===== src/rtl/ps2_scan_controller.sv =====
// ps2_scan_controller: PS/2 keyboard receiver with prefix folding and scan-code FIFO.
// Optional odd-parity checking is enabled by defining PS2_PARITY_CHECK_EN.
module ps2_scan_controller #(
  parameter int FIFO_DEPTH     = 4,
  parameter int TIMEOUT_CYCLES = 50000
) (
  input  logic       clk,
  input  logic       reset,
  input  logic       PS2KeyboardClk,
  input  logic       PS2KeyboardData,
  output logic       scan_valid,
  output logic [7:0] scan_code,
  output logic       scan_ext,
  output logic       scan_break,
  input  logic       scan_ack,
  input  logic       clr_err,
  output logic       frame_err,
  output logic       overflow,
  output logic [7:0] led
);
  localparam int AW = $clog2(FIFO_DEPTH);
  localparam int WW = $clog2(TIMEOUT_CYCLES + 1);
  localparam logic [1:0] IDLE = 2'd0, DATA = 2'd1, PARITY = 2'd2, STOP = 2'd3;

  logic          r_clk_s1, r_clk_s2, r_clk_hist, r_dat_s1, r_dat_s2;
  logic [1:0]    r_state;
  logic [2:0]    r_bitcnt;
  logic [7:0]    r_shift;
  logic          r_par, r_ext, r_brk;
  logic [WW-1:0] r_wd;
  logic [9:0]    r_mem [FIFO_DEPTH];
  logic [AW-1:0] r_wr, r_rd;
  logic [AW:0]   r_cnt;

  logic w_fall, w_timeout, w_par_ok, w_stop, w_acc, w_bad, w_push, w_pop, w_full, w_wr, w_ovf;

  assign w_fall    = r_clk_hist & ~r_clk_s2;
  assign w_timeout = (r_state != IDLE) && !w_fall && (r_wd == WW'(TIMEOUT_CYCLES - 1));
`ifdef PS2_PARITY_CHECK_EN
  assign w_par_ok  = ^{r_shift, r_par};
`else
  assign w_par_ok  = r_par | 1'b1;
`endif
  assign w_stop    = (r_state == STOP) && w_fall;
  assign w_acc     = w_stop && r_dat_s2 && w_par_ok;
  assign w_bad     = (w_stop && !(r_dat_s2 && w_par_ok)) || w_timeout;
  assign w_push    = w_acc && (r_shift != 8'hE0) && (r_shift != 8'hF0);
  assign w_pop     = scan_ack && (r_cnt != '0);
  assign w_full    = r_cnt == (AW+1)'(FIFO_DEPTH);
  // A pop in the same cycle frees the slot, so a full FIFO can still take the push.
  assign w_wr      = w_push && (!w_full || w_pop);
  assign w_ovf     = w_push && w_full && !w_pop;

  assign scan_valid = r_cnt != '0;
  assign {scan_ext, scan_break, scan_code} = r_mem[r_rd];

  always_ff @(posedge clk or posedge reset) begin
    if (reset) begin
      {r_clk_s1, r_clk_s2, r_clk_hist, r_dat_s1, r_dat_s2} <= 5'b11111;
      r_state   <= IDLE;
      r_bitcnt  <= '0;
      r_shift   <= '0;
      r_par     <= 1'b0;
      r_ext     <= 1'b0;
      r_brk     <= 1'b0;
      r_wd      <= '0;
      r_wr      <= '0;
      r_rd      <= '0;
      r_cnt     <= '0;
      frame_err <= 1'b0;
      overflow  <= 1'b0;
      led       <= '0;
      for (int i = 0; i < FIFO_DEPTH; i++) r_mem[i] <= '0;
    end else begin
      r_clk_s1   <= PS2KeyboardClk;
      r_clk_s2   <= r_clk_s1;
      r_clk_hist <= r_clk_s2;
      r_dat_s1   <= PS2KeyboardData;
      r_dat_s2   <= r_dat_s1;
      r_wd       <= (r_state == IDLE || w_fall || w_timeout) ? '0 : r_wd + 1'b1;
      if (w_timeout) begin
        r_state  <= IDLE;
        r_bitcnt <= '0;
        r_shift  <= '0;
      end else if (w_fall) begin
        if (r_state == IDLE) begin
          if (!r_dat_s2) begin
            r_state  <= DATA;
            r_bitcnt <= '0;
          end
        end else if (r_state == DATA) begin
          r_shift  <= {r_dat_s2, r_shift[7:1]};
          r_bitcnt <= r_bitcnt + 1'b1;
          if (r_bitcnt == 3'd7) r_state <= PARITY;
        end else if (r_state == PARITY) begin
          r_par   <= r_dat_s2;
          r_state <= STOP;
        end else begin
          r_state <= IDLE;
        end
      end
      if (w_acc) begin
        if (r_shift == 8'hE0) r_ext <= 1'b1;
        else if (r_shift == 8'hF0) r_brk <= 1'b1;
        else begin
          r_ext <= 1'b0;
          r_brk <= 1'b0;
        end
      end
      if (w_push && !r_brk) led <= r_shift;
      if (w_wr) begin
        r_mem[r_wr] <= {r_ext, r_brk, r_shift};
        r_wr        <= r_wr + 1'b1;
      end
      if (w_pop) r_rd <= r_rd + 1'b1;
      r_cnt     <= r_cnt + (AW+1)'(w_wr) - (AW+1)'(w_pop);
      frame_err <= w_bad ? 1'b1 : clr_err ? 1'b0 : frame_err;
      overflow  <= w_ovf ? 1'b1 : clr_err ? 1'b0 : overflow;
    end
  end
endmodule


===== config.mk =====
export PLATFORM = sky130hd
export DESIGN_NAME = ps2_scan_controller
export DESIGN_NICKNAME = d
export VERILOG_FILES = /design/src/rtl/ps2_scan_controller.sv
export SDC_FILE = /design/constraint.sdc
export NUM_CORES = 1
export LEC_CHECK = 0
export BUFFER_PORTS_ARGS = -buffer_cell sky130_fd_sc_hd__buf_2
export CAP_MARGIN = 20
export CORE_UTILIZATION = 56
export CTS_BUF_LIST = sky130_fd_sc_hd__clkbuf_4
export CTS_CLUSTER_SIZE = 24
export DETAILED_ROUTE_END_ITERATION = 16
export PLACE_DENSITY_LB_ADDON = 0.25
export SYNTH_ARGS = -nofsm -noshare
export SYNTH_HDL_FRONTEND = slang
export SYNTH_SLANG_ARGS = --single-unit
export TNS_END_PERCENT = 10

===== constraint.sdc =====
create_clock -name clk -period 3 [get_ports clk]
set_clock_uncertainty 0.2 [all_clocks]
set_input_delay 0.45 -clock clk [delete_from_list [all_inputs] [get_ports clk]]
set_output_delay 0.45 -clock clk [all_outputs]
set_load 0.005 [all_outputs]

==> results.py <==
metrics = {
    "status": {
        "status": "finished, final reports clean",
    },
    "route": {
        "wire_per_inst_microns": 16.3,
        "drc": 0,
        "dr.pass1.iters": 4,
        "drt-vias-per-instance": 5.55,
        "detail-route-antenna-nets": 0,
        "routed_wl_mm": 7.38,
        "drt_iter0_drc": 106,
        "vias": 2514,
    },
    "clocking": {
        "clk_pin_slew_worst_paths_ns": 0.14,
        "cts_max_level": 3,
        "cts_resized": 0,
        "cts_buffer_depth": 2,
        "cts_tree": "done",
        "cts.sink_count": 93,
        "clk_latency_ns": 0.43,
        "root_buffer": "clkbuf_4",
        "cts_inserted_buffers": 9,
    },
    "cells_and_area": {
        "areaGrowthSynthToFinish_pct": 11.5,
        "drive_gt1_share_pct": 34.2,
        "diodes": 0,
        "final_nets": 369,
    },
    "global_route": {
        "use_met3_pct": 3.73,
        "track_usage_pct": 21.0,
        "grt_pass1_vias": 2584,
        "grt-ovfl-total": 0,
        "grt_pass1_wl_mm": 12.2,
        "antenna_found_initial": 0,
        "grt_use_met1_pct": 28.4,
        "use_met2_pct": 34.1,
        "grt_max_degree": 39,
        "grt_busiest_layer": "met2",
    },
    "timing": {
        "setup_violations": 0,
        "min_period_ns": 2.67,
        "slew_headroom_pct": 48.3,
        "worstMarginPinSlew_ns": 0.773,
        "grt_setup_unrepaired": "no",
        "slew_viol_final": 0,
        "post-route-period-util_pct": 89.0,
        "hold_violations": 0,
        "fmax_mhz": 374,
        "timing.hold.ws_ns": 0.166,
        "fin_setup_tns_ns": 0,
    },
    "logic_synthesis": {
        "synth_async_sr_flop_share_pct": 100,
        "synth.area.top_cells": "dfrtp_1, mux2_2, mux4_2",
        "syn_nets": 330,
        "yosys.area_share.simple_pct": 10.5,
        "synth_warnings": 0,
        "synthMuxAreaShare_pct": 20.6,
        "yosysUniqueCellTypes": 47,
        "synth.most_common_cell": "dfrtp_1",
        "synthCells": 310,
        "ys_top_cells_by_count": "dfrtp_1, mux2_2, nor2_1",
        "yosysSeqAreaShare_pct": 55.5,
        "synth_compound_area_share_pct": 3.75,
        "synth-xor-area-share_pct": 3.33,
        "synth_area_leader_cell": "dfrtp_1",
        "synth_edf_count": 0,
        "synth_area_sq_mm": 0.00421,
        "ys.flop_type": "dfrtp_1",
        "ys_seq_elements": 93,
        "synth_adder_area_share_pct": 4.34,
        "yosysTopAreaCellShare_pct": 52.3,
        "synth_top_family_by_area": "multiplexers",
        "avgSynthCellArea_sq_um": 13.6,
    },
    "floorplanning": {
        "start_util_pct": 58.0,
        "die_h_microns": 88.7,
        "core_area_sq_mm": 0.00725,
        "pin_count": 27,
        "die-area_sq_mm": 0.00786,
        "rows": 31,
        "die_w_microns": 88.7,
    },
    "setup_path": {
        "path_max_fanout": 6,
        "cp-end-kind": "flip-flop",
        "critPathLaunchType": "flip-flop",
        "worstPathRequired_ns": 3.16,
        "cp-startpoint": "r_dat_s2$_DFF_PP1_",
        "path_class": "flip-flop to flip-flop",
        "slowest_delay_ns": 0.60,
        "cp_slowest_cell": "dfstp_2",
        "crit_chain": "nand4b_1, a211oi_4, inv_1, ha_1, inv_1, ha_1, inv_1, fa_1, xnor2_1, xnor2_1",
        "crit_top_cell": "inv_1",
        "r2r_start": "r_dat_s2$_DFF_PP1_",
        "cp.arrival_ns": 2.83,
    },
    "hold_path": {
        "hp-class": "flip-flop to flip-flop",
        "hold_start": "r_dat_s1$_DFF_PP1_",
    },
    "power": {
        "netSwitchingPower_mw": 1.01,
        "p_per_area_mw_per_mm2": 678,
        "p_leak_nw": 2.35,
        "pwr-share-clk_pct": 24.1,
        "ir_worst_vdd_mv": 0.453,
        "share_comb_of_total_power_pct": 22.7,
        "p_sw_share_pct": 31.8,
        "seq_power_share_pct": 53.1,
        "p_int_mw": 2.17,
    },
    "placement": {
        "io_buffers": 26,
        "dp_hpwl_mm": 5.09,
        "place_congestion": 0.810,
    },
    "flow_run": {
        "maxCapViolations": 0,
    },
}
## registers in the layout, summed over array words and instances (netlist names)
| name | count |
|---|---|
| frame_err | 1 |
| led | 8 |
| overflow | 1 |
| r_bitcnt | 3 |
| r_brk | 1 |
| r_clk_hist | 1 |
| r_clk_s1 | 1 |
| r_clk_s2 | 1 |
| r_cnt | 3 |
| r_dat_s1 | 1 |
| r_dat_s2 | 1 |
| r_ext | 1 |
| r_mem | 40 |
| r_rd | 2 |
| r_shift | 8 |
| r_state | 2 |
| r_wd | 16 |
| r_wr | 2 |
## placed cells by master, fill, tap and decap left out, types with 9 or more instances in the layout
cell type / n
dfrtp_1: 88
mux2_2: 42
nor2_1: 26
buf_2: 26
nand2_1: 14
ha_1: 13
inv_1: 12
xor2_1: 10
mux4_2: 10
clkbuf_4: 9
## per-layer routing
metal / routed length, microns / vias up
met1: 3440 / 1291
li1: - / 1175
met2: 3670 / 38
met3: 170 / 10
met5: 0 / -
met4: 99 / 0
## power groups by stage
| stage | Combinational (mW) | Sequential [mW] | Clock, mW |
|---|---|---|---|
| after detailed placement | 0.728 | 1.71 | 0 |
| after global routing | 0.813 | 1.73 | 0.845 |
| after CTS | 0.736 | 1.69 | 0.790 |
| after global placement | 0.699 | 1.71 | 0 |
| final | 0.721 | 1.69 | 0.767 |
| after floorplan | 0.611 | 1.60 | 0 |
## stage by stage
step	cells	total power, mW	cell area [sq um]	util [%]	setup WS (ns)
after detailed placement	434	2.44	4500	62.0	0.349
after floorplan	310	2.21	4210	-	0.197
after global placement	434	2.40	4500	62.0	0.426
after CTS	453	3.22	4690	64.7	0.333
after global routing	453	3.39	4690	64.7	0.222
final	453	3.18	4690	64.7	0.329
## area by class of cell
type,instances,area [sq um]
fillers,571,2560
flip-flops and latches,93,2330
multi-input cells,196,1790
repair buffers,36,225
well taps,99,124
clock inverters,7,96.3
clock buffers,9,67.6
inverters,13,52.6
## logic make-up (layout without fill, tap and decap cells)
logic type | after synthesis | after routing
AOI/OAI and AO/OA | 21 | 21
muxes | 66 | 66
xor gates and xnor gates | 16 | 16
and+or+nand+nor | 79 | 79
DFF | 93 | 93
adders and majority gates | 14 | 14
buffers and inverters | 21 | 65
## path summary, 6_finish.rpt
check,slack (ns),depth (start not counted),end
setup / recovery,0.33,10,r_cnt[2]$_DFF_PP0_
hold / removal,0.17,0,r_dat_s2$_DFF_PP1_
setup reg to reg,0.33,10,r_cnt[2]$_DFF_PP0_
hold reg to reg,0.17,0,r_dat_s2$_DFF_PP1_
max in group asynchronous,1.37,4,r_mem[31]$_DFFE_PP0P_
min in group asynchronous,0.48,3,r_wr[0]$_DFFE_PP0P_
## worst max-delay path, delay by kind of cell, from the launching register on
family                     cells  cell delay [ns]
DFF                            1             0.60
AOI/OAI and AO/OA              1             0.27
and+or+nand+nor                1             0.27
buffers and inverters          3             0.18
xor gates and xnor gates       2             0.32
adders and majority gates      3             0.77
## what timing repair did
action                    in CTS  in global routing
hold endpoints to repair      35                  0
buffers inserted               0                  0
hold buffers                   3                  0
Power figures use the tool's default switching activity.
